`src/rtl/regfile_ctrl_pkg.sv`:
```
// Shared sizing and types for the register-file writeback controller.
package regfile_ctrl_pkg;
  localparam int DATA_W     = 16;
  localparam int NUM_REGS   = 8;
  localparam int REG_ADDR_W = $clog2(NUM_REGS);

  typedef logic [REG_ADDR_W-1:0] reg_addr_t;

  typedef struct packed {
    reg_addr_t         dr;
    logic [DATA_W-1:0] data;
  } wb_req_t;
endpackage

```
`src/rtl/rr_arbiter2.sv`:
```
// Two-way round-robin grant; the pointer only moves when both requesters contend.
module rr_arbiter2 (
  input  logic       clk,
  input  logic       rst,
  input  logic [1:0] req,
  output logic [1:0] gnt
);
  logic rr_ptr_q;
  logic rr_ptr_d;

  // A lone requester wins outright; under contention the pointer picks and then flips.
  always_comb begin
    gnt      = req;
    rr_ptr_d = rr_ptr_q;
    if (req == 2'b11) begin
      gnt      = rr_ptr_q ? 2'b10 : 2'b01;
      rr_ptr_d = ~rr_ptr_q;
    end
  end

  always_ff @(posedge clk or posedge rst) begin
    if (rst) begin
      rr_ptr_q <= 1'b0;
    end else begin
      rr_ptr_q <= rr_ptr_d;
    end
  end
endmodule

```
`src/rtl/regfile_wb_arbiter.sv`:
```
// Arbitrates ALU and load writebacks onto the register file write port and
// tracks pending destinations in a busy scoreboard for decode.
module regfile_wb_arbiter #(
  parameter  int DATA_W   = regfile_ctrl_pkg::DATA_W,
  parameter  int NUM_REGS = regfile_ctrl_pkg::NUM_REGS,
  localparam int AW       = $clog2(NUM_REGS)
) (
  input  logic                   Clk,
  input  logic                   Reset,
  input  logic                   rsv_valid,
  input  logic [AW-1:0]          rsv_dr,
  output logic                   rsv_ready,
  input  logic [1:0]             wb_valid,
  input  logic [1:0][AW-1:0]     wb_dr,
  input  logic [1:0][DATA_W-1:0] wb_data,
  output logic [1:0]             wb_ready,
  output logic                   rf_load,
  output logic [AW-1:0]          rf_dr,
  output logic [DATA_W-1:0]      rf_din,
  output logic [NUM_REGS-1:0]    busy,
  output logic                   wb_error
);
  logic [1:0]          gnt;
  logic                gnt_idx;
  logic [NUM_REGS-1:0] busy_q,     busy_d;
  logic                rf_load_q,  rf_load_d;
  logic [AW-1:0]       rf_dr_q,    rf_dr_d;
  logic [DATA_W-1:0]   rf_din_q,   rf_din_d;
  logic                wb_error_q, wb_error_d;

  rr_arbiter2 u_arb (
    .clk (Clk),
    .rst (Reset),
    .req (wb_valid),
    .gnt (gnt)
  );

  assign gnt_idx   = gnt[1];
  assign wb_ready  = gnt;
  assign rsv_ready = !busy_q[rsv_dr];

  always_comb begin
    busy_d     = busy_q;
    rf_load_d  = |gnt;
    rf_dr_d    = rf_dr_q;
    rf_din_d   = rf_din_q;
    wb_error_d = wb_error_q;
    // Clear first so a fresh reservation of a just-written register survives.
    if (rf_load_q) begin
      busy_d[rf_dr_q] = 1'b0;
    end
    if (rsv_valid && rsv_ready) begin
      busy_d[rsv_dr] = 1'b1;
    end
    if (|gnt) begin
      rf_dr_d  = wb_dr[gnt_idx];
      rf_din_d = wb_data[gnt_idx];
      if (!busy_q[wb_dr[gnt_idx]]) begin
        wb_error_d = 1'b1;
      end
    end
  end

  always_ff @(posedge Clk or posedge Reset) begin
    if (Reset) begin
      busy_q     <= '0;
      rf_load_q  <= 1'b0;
      rf_dr_q    <= '0;
      rf_din_q   <= '0;
      wb_error_q <= 1'b0;
    end else begin
      busy_q     <= busy_d;
      rf_load_q  <= rf_load_d;
      rf_dr_q    <= rf_dr_d;
      rf_din_q   <= rf_din_d;
      wb_error_q <= wb_error_d;
    end
  end

  assign busy     = busy_q;
  assign rf_load  = rf_load_q;
  assign rf_dr    = rf_dr_q;
  assign rf_din   = rf_din_q;
  assign wb_error = wb_error_q;
endmodule
```
`config.mk`:
```
export PLATFORM = sky130hd
export DESIGN_NAME = regfile_wb_arbiter
export DESIGN_NICKNAME = d
export VERILOG_FILES = /design/src/rtl/regfile_ctrl_pkg.sv /design/src/rtl/rr_arbiter2.sv /design/src/rtl/regfile_wb_arbiter.sv
export SDC_FILE = /design/constraint.sdc
export NUM_CORES = 1
export LEC_CHECK = 0
export BUFFER_PORTS_ARGS = -buffer_cell sky130_fd_sc_hd__clkbuf_2
export CAP_MARGIN = 10
export CORE_MARGIN = 3
export CORE_UTILIZATION = 41
export CTS_CLUSTER_SIZE = 12
export DETAILED_ROUTE_END_ITERATION = 7
export PLACE_DENSITY = 0.76
export SYNTH_ARGS = -nofsm -noshare
export SYNTH_HDL_FRONTEND = slang
export SYNTH_SLANG_ARGS = --single-unit
```
`constraint.sdc`:
```
create_clock -name Clk -period 1.58 [get_ports Clk]
set_clock_uncertainty 0.15 [all_clocks]
set_input_delay 0.079 -clock Clk [delete_from_list [all_inputs] [get_ports Clk]]
set_output_delay 0.079 -clock Clk [all_outputs]
set_load 0.005 [all_outputs]
```
; Yosys cells after proc, flatten, opt, wreduce, memory -nomap -nowiden
; Cells that the tools add are included.
[word_totals]
register_bits = 30
in_bits = 46
out_inout_bits = 32
word_cells = 40
[op_classes]
n_lt_le_gt_ge = 6
n_eq_ne = 1
muxes = 16
bitwise_logic = 5
reduce_logical = 6
[op_table]
columns = cell, n
row1 = 2-to-1 mux 16 bit, 2
row2 = 2-to-1 mux 8 bit, 2
row3 = < comparator 3 x 4 -> 1 bit (second input constant), 3
row4 = AND 8 bit, 1
row5 = inverter 8 bit, 1
row6 = OR 8 bit, 1
row7 = binary-select mux 1 bit (select 3 bit), 2
row8 = demux 1 bit (select 3 bit), 2
row9 = >= comparator 3 x 1 -> 1 bit (second input constant), 2
row10 = 2-to-1 mux 3 bit, 2
row11 = 2-to-1 mux 1 bit, 4
row12 = 2-to-1 mux 2 bit, 2
row13 = logical AND 1 bit, 3
row14 = equality test 2 bit (second input constant), 1
row15 = < comparator 1 x 2 -> 1 bit (second input constant), 1
row16 = inverter 1 bit, 2
row17 = AND reduction 2 bit, 1
row18 = OR reduction 2 bit, 1
row19 = logical NOT 1 bit, 1

; Logic depth before layout (Yosys ltp)
[logic_depth]
ltp_word = 9
mapped_depth = 8
depth_no_buf = 7

; Hierarchy
; Synthesis repeated with hierarchy kept, for this count alone.
[hier_totals]
hier_cells = 154
area_unflattened_um2 = 1536.5
[by_module_without_submodules]
columns = module, n_inst, cells_per_inst, area_per_inst_um2, seq_area_each_um2
row1 = regfile_wb_arbiter, 1, 147, 1476.4, 725.7
row2 = rr_arbiter2, 1, 7, 60.1, 25.0

; Least setup slack after synthesis
; Ideal clock, no wire load.
[synth_timing]
kind = register to register
startpoint = register u_arb.rr_ptr_q
endpoint = register wb_error_q (netlist: wb_error)
setup_time_ns = 0.131
arrival_ns = 1.345
slack_ns = -0.046
path_stages_with_launch = 7
period_less_slack_ns = 1.626
path_cell_list = dfrtp_1 > buf_2 > nand2b_1 > a21boi_0 > o21ai_0 > a32oi_1 > a22oi_1
[synth_via]
elab_chain_cells = 8
word_cells_on_any_way = 9
cone_classes = mux (6) / bitwise (1) / reduce/logical (2)
[synth_rtl]
columns = element, line
row1 = "start, declared", rr_arbiter2.sv:8  ; logic rr_ptr_q;
row2 = "start signal, assigned", rr_arbiter2.sv:25  ; rr_ptr_q <= rr_ptr_d;
row3 = 2-to-1 mux 2 bit (*), rr_arbiter2.sv:16  ; gnt = rr_ptr_q ? 2'b10 : 2'b01;
row4 = 2-to-1 mux 2 bit (*), rr_arbiter2.sv:15  ; if (req == 2'b11) begin
row5 = 2-to-1 mux 3 bit (not written as such) (2 in series), regfile_wb_arbiter.sv:58  ; if (!busy_q[wb_dr[gnt_idx]]) begin
row6 = binary-select mux 1 bit (select 3 bit), regfile_wb_arbiter.sv:58
row7 = 2-to-1 mux 1 bit (not written as such), regfile_wb_arbiter.sv:58
row8 = inverter 1 bit (no line), --
row9 = AND reduction 2 bit (no line) (*), --
row10 = "end signal, assigned", regfile_wb_arbiter.sv:76  ; wb_error_q <= wb_error_d;
row11 = "end, declared", regfile_wb_arbiter.sv:29  ; logic wb_error_q, wb_error_d;
; Every way passes the cells marked *; elsewhere a longest branch is shown, timed or not. The select of a mux whose other input is x is not followed.
; A chain may end at the register's enable or synchronous reset.

; Final worst setup path
[layout_timing]
startpoint = register busy_q[5] (netlist: busy[5])
endpoint = output rsv_ready
[layout_via]
elab_chain_cells = 3
[layout_rtl]
columns = element, line
row1 = "start, declared", regfile_wb_arbiter.sv:25  ; logic [NUM_REGS-1:0] busy_q, busy_d;
row2 = "start signal, assigned", regfile_wb_arbiter.sv:72  ; busy_q <= busy_d;
row3 = binary-select mux 1 bit (select 3 bit), regfile_wb_arbiter.sv:40  ; assign rsv_ready = !busy_q[rsv_dr];
row4 = 2-to-1 mux 1 bit (not written as such), regfile_wb_arbiter.sv:40
row5 = logical NOT 1 bit, regfile_wb_arbiter.sv:40
row6 = "end, declared", regfile_wb_arbiter.sv:12  ; output logic rsv_ready,
; No other way between the ends. The select of a mux whose other input is x is not followed.

==> flow_summary_export.csv <==
group,metric,value,unit
timing,layout_setup_ws,-0.147,ns
synth,yosysTopAreaCell,"dfrtp_1",
synth,ys_async_sr_fraction,1.00,
synth,yosys.area.top_type_share,0.485,
setup_path,crit_path_end_kind,"output port",
place,portBuffers,77,
power_and_ir_drop,peakVddDrop,589,µV
setup_path,cp_max_fo,2,
synth,synth.top_cells.by_count,"dfrtp_1, nor2_1, a21oi_1",
place,pre_cts_ws,-0.0201,ns
outcome,status,"finished, violations left",
timing,hold_viol,0,
clock_network,cts_made_buffers,5,
die,num_rows,21,
routing,drt_iter0_drc,218,
clock_network,clockBufferDepth,2,
clock_network,path_clk_slew,0.08,ns
final_layout,drive_above_1_share,0.386,
clock_network,cts_root_buffer,"clkbuf_8",
global_routing,grt_pass1_vias,1948,
routing,vias,1978,
power_and_ir_drop,powerDensity,1210,mW/mm²
synth,ys_seq_elements,30,
clock_network,clock_sinks,30,
synth,synth_most_common_cell,"dfrtp_1",
timing,finalMaxSlewViolations,0,
clock_network,clk_latency,0.31,ns
setup_path,path_class,"reg -> out",
final_layout,antenna-diode-count,0,
place,gp_congestion,0.928,
final_layout,layout-area-overhead-vs-synth,68.8,%
synth,synth.avg_cell_area,8.79,µm²
synth,synth.cell_area,0.00155,mm²
timing,slew_headroom,0.747,
place,hpwl,3250,µm
global_routing,grt.overflow.total,0,
routing,first_pass_iters,5,
timing,fmaxAchievable,579,MHz
synth,syn_inst,176,
power_and_ir_drop,p_leak,1.26,nW
worst_hold_path,hp-class,"in -> reg",
routing,antenna_left,0,
routing,via_per_inst,5.59,
outcome,violations,"negative setup slack",
synth,synth_nets,222,
setup_path,max_stage_delay,0.40,ns
setup_path,cp_slowest_cell,"dfrtp_1",
synth,yosysSeqAreaShare,0.485,
setup_path,cp.required,1.35,ns
timing,tightest_slew,0.380,ns
synth,synth_area_leaders,"dfrtp_1, nor2_1, a21oi_1",
global_routing,grt_pass1_wl,9370,µm
timing,period_share,1.09,
flow_run,drv_cap,0,
die,die_h,67.4,µm
power_and_ir_drop,power,3.16,mW
synth,synthDistinctLibCells,34,
final_layout,nNetsFinal,353,
timing,tns,-0.307,ns
routing,drc,0,
setup_path,cp.arrival,1.50,ns
routing,wl_per_cell,17.1,µm
die,core,0.00349,mm²
clock_network,cts_tree,"yes",
setup_path,cp-start-kind,"register",
global_routing,grt_max_degree,31,
clock_network,ctsHtreeMaxLevel,2,
synth,synth-edff-count,0,
die,io-pin-count,78,
timing,setup_violations,5,
global_routing,antenna_found_initial,0,
timing,rsz0062_at_grt,"yes",
die,dieWidth,67.4,µm
die,die_area,0.00455,mm²
global_routing,grt.total_usage,0.283,
synth,synth_ff_type,"dfrtp_1",
die,start_util,0.443,
synth,ys_warn_count,0,
setup_path,crit_chain,"and3_4 > a211oi_2 > a31oi_1 > a311oi_2 > buf_2",
routing,postRouteWirelength,6060,µm
timing,final.min_clock_period,1.73,ns
power by group:
group	switching [mW]	leakage, nW	total, mW	internal [mW]
combinational	0.658	0.862	1.33	0.674
sequential	0.155	0.347	1.13	0.975
clock	0.344	0.0472	0.694	0.350
total	1.16	1.26	3.16	2.00
critical path: cells and delay by family (launching register included):
family                 cells  cell delay (ns)
AO/OA/AOI/OAI              3             0.45
buffers and inverters      1             0.17
AND/OR/NAND/NOR            1             0.16
flip-flops                 1             0.40
metal layers:
metal	share of wire	routed length (µm)	GRT usage	vias to the layer above
met5	0	0	0	-
met4	0.040	242	0.129	0
met3	0.084	506	0.0632	29
met2	0.52	3140	0.498	129
met1	0.36	2170	0.324	921
li1	-	-	-	899
cell usage in the layout (no fill, tap or decap), drive strengths merged, types with 2 or more instances in the layout:
master       netlist  layout
clkbuf             4      82
dlygate4sd3        0      38
dfrtp             30      30
nor2              29      29
buf                5      19
a21oi             18      18
nand2             14      14
o21ai             12      12
o22ai             10      10
nand2b             8       8
nand3              6       6
a31oi              6       6
inv                6       6
a32o               3       3
a32oi              3       3
a41oi              2       2
nor2b              2       2
nand4              2       2
and3               2       2
and2b              2       2
state kept, by name, indices dropped and copies added (netlist names):
name / flops
rf_din: 16
rf_load: 1
u_arb.rr_ptr_q: 1
rf_dr: 3
wb_error: 1
busy: 8
cell type report:
cell class / count / area (µm²)
Clock inverter: 2 / 12.5
Inverter: 6 / 22.5
Multi-Input combinational cell: 131 / 782
Fill cell: 240 / 882
Sequential cell: 30 / 751
Timing Repair Buffer: 133 / 905
Tap cell: 46 / 57.6
Clock buffer: 6 / 82.6
cells by family (layout without fill, tap and decap cells):
kind of cell           after synthesis  in the layout  share of synthesized area
flip-flops                          30             30                      0.485
buffers and inverters               15            147                     0.0445
AO/OA/AOI/OAI                       61             61                      0.252
multiplexers                         2              2                     0.0137
AND/OR/NAND/NOR                     67             67                      0.199
XOR/XNOR                             1              1                    0.00566
repair_timing:
action                                 in CTS  in global routing
pin swaps                                   2                  6
hold buffers                               38                  0
setup buffers                               1                  2
resized for setup                           5                 14
endpoints found under the hold margin      49                  0
setup endpoints to repair                   6                 11
final timing paths:
kind | start | to | slack (ns) | cells past startpoint
worst max-delay path | busy[5] | rsv_ready | -0.15 | 5
worst min register to register | rf_din[2] | rf_din[2] | 0.40 | 2
min in group asynchronous | Reset | wb_error | 0.24 | 4
worst max register to register | u_arb.rr_ptr_q | wb_error | -0.04 | 8
worst min-delay path | wb_dr[2] | rf_dr[2] | 0.01 | 3
max in group asynchronous | Reset | busy[4] | 0.75 | 4
per-stage QoR:
step                instance area (µm²)  instances   util  hold WS, ns
floorplan                          1550        176      -       0.0198
global placement                   2060        306  0.591      0.00430
detailed placement                 2060        306  0.591      0.00692
CTS                                2560        353  0.734      0.00934
global route                       2610        354  0.748       0.0365
finish                             2610        354  0.748       0.0106
Power figures use the tool's default switching activity.
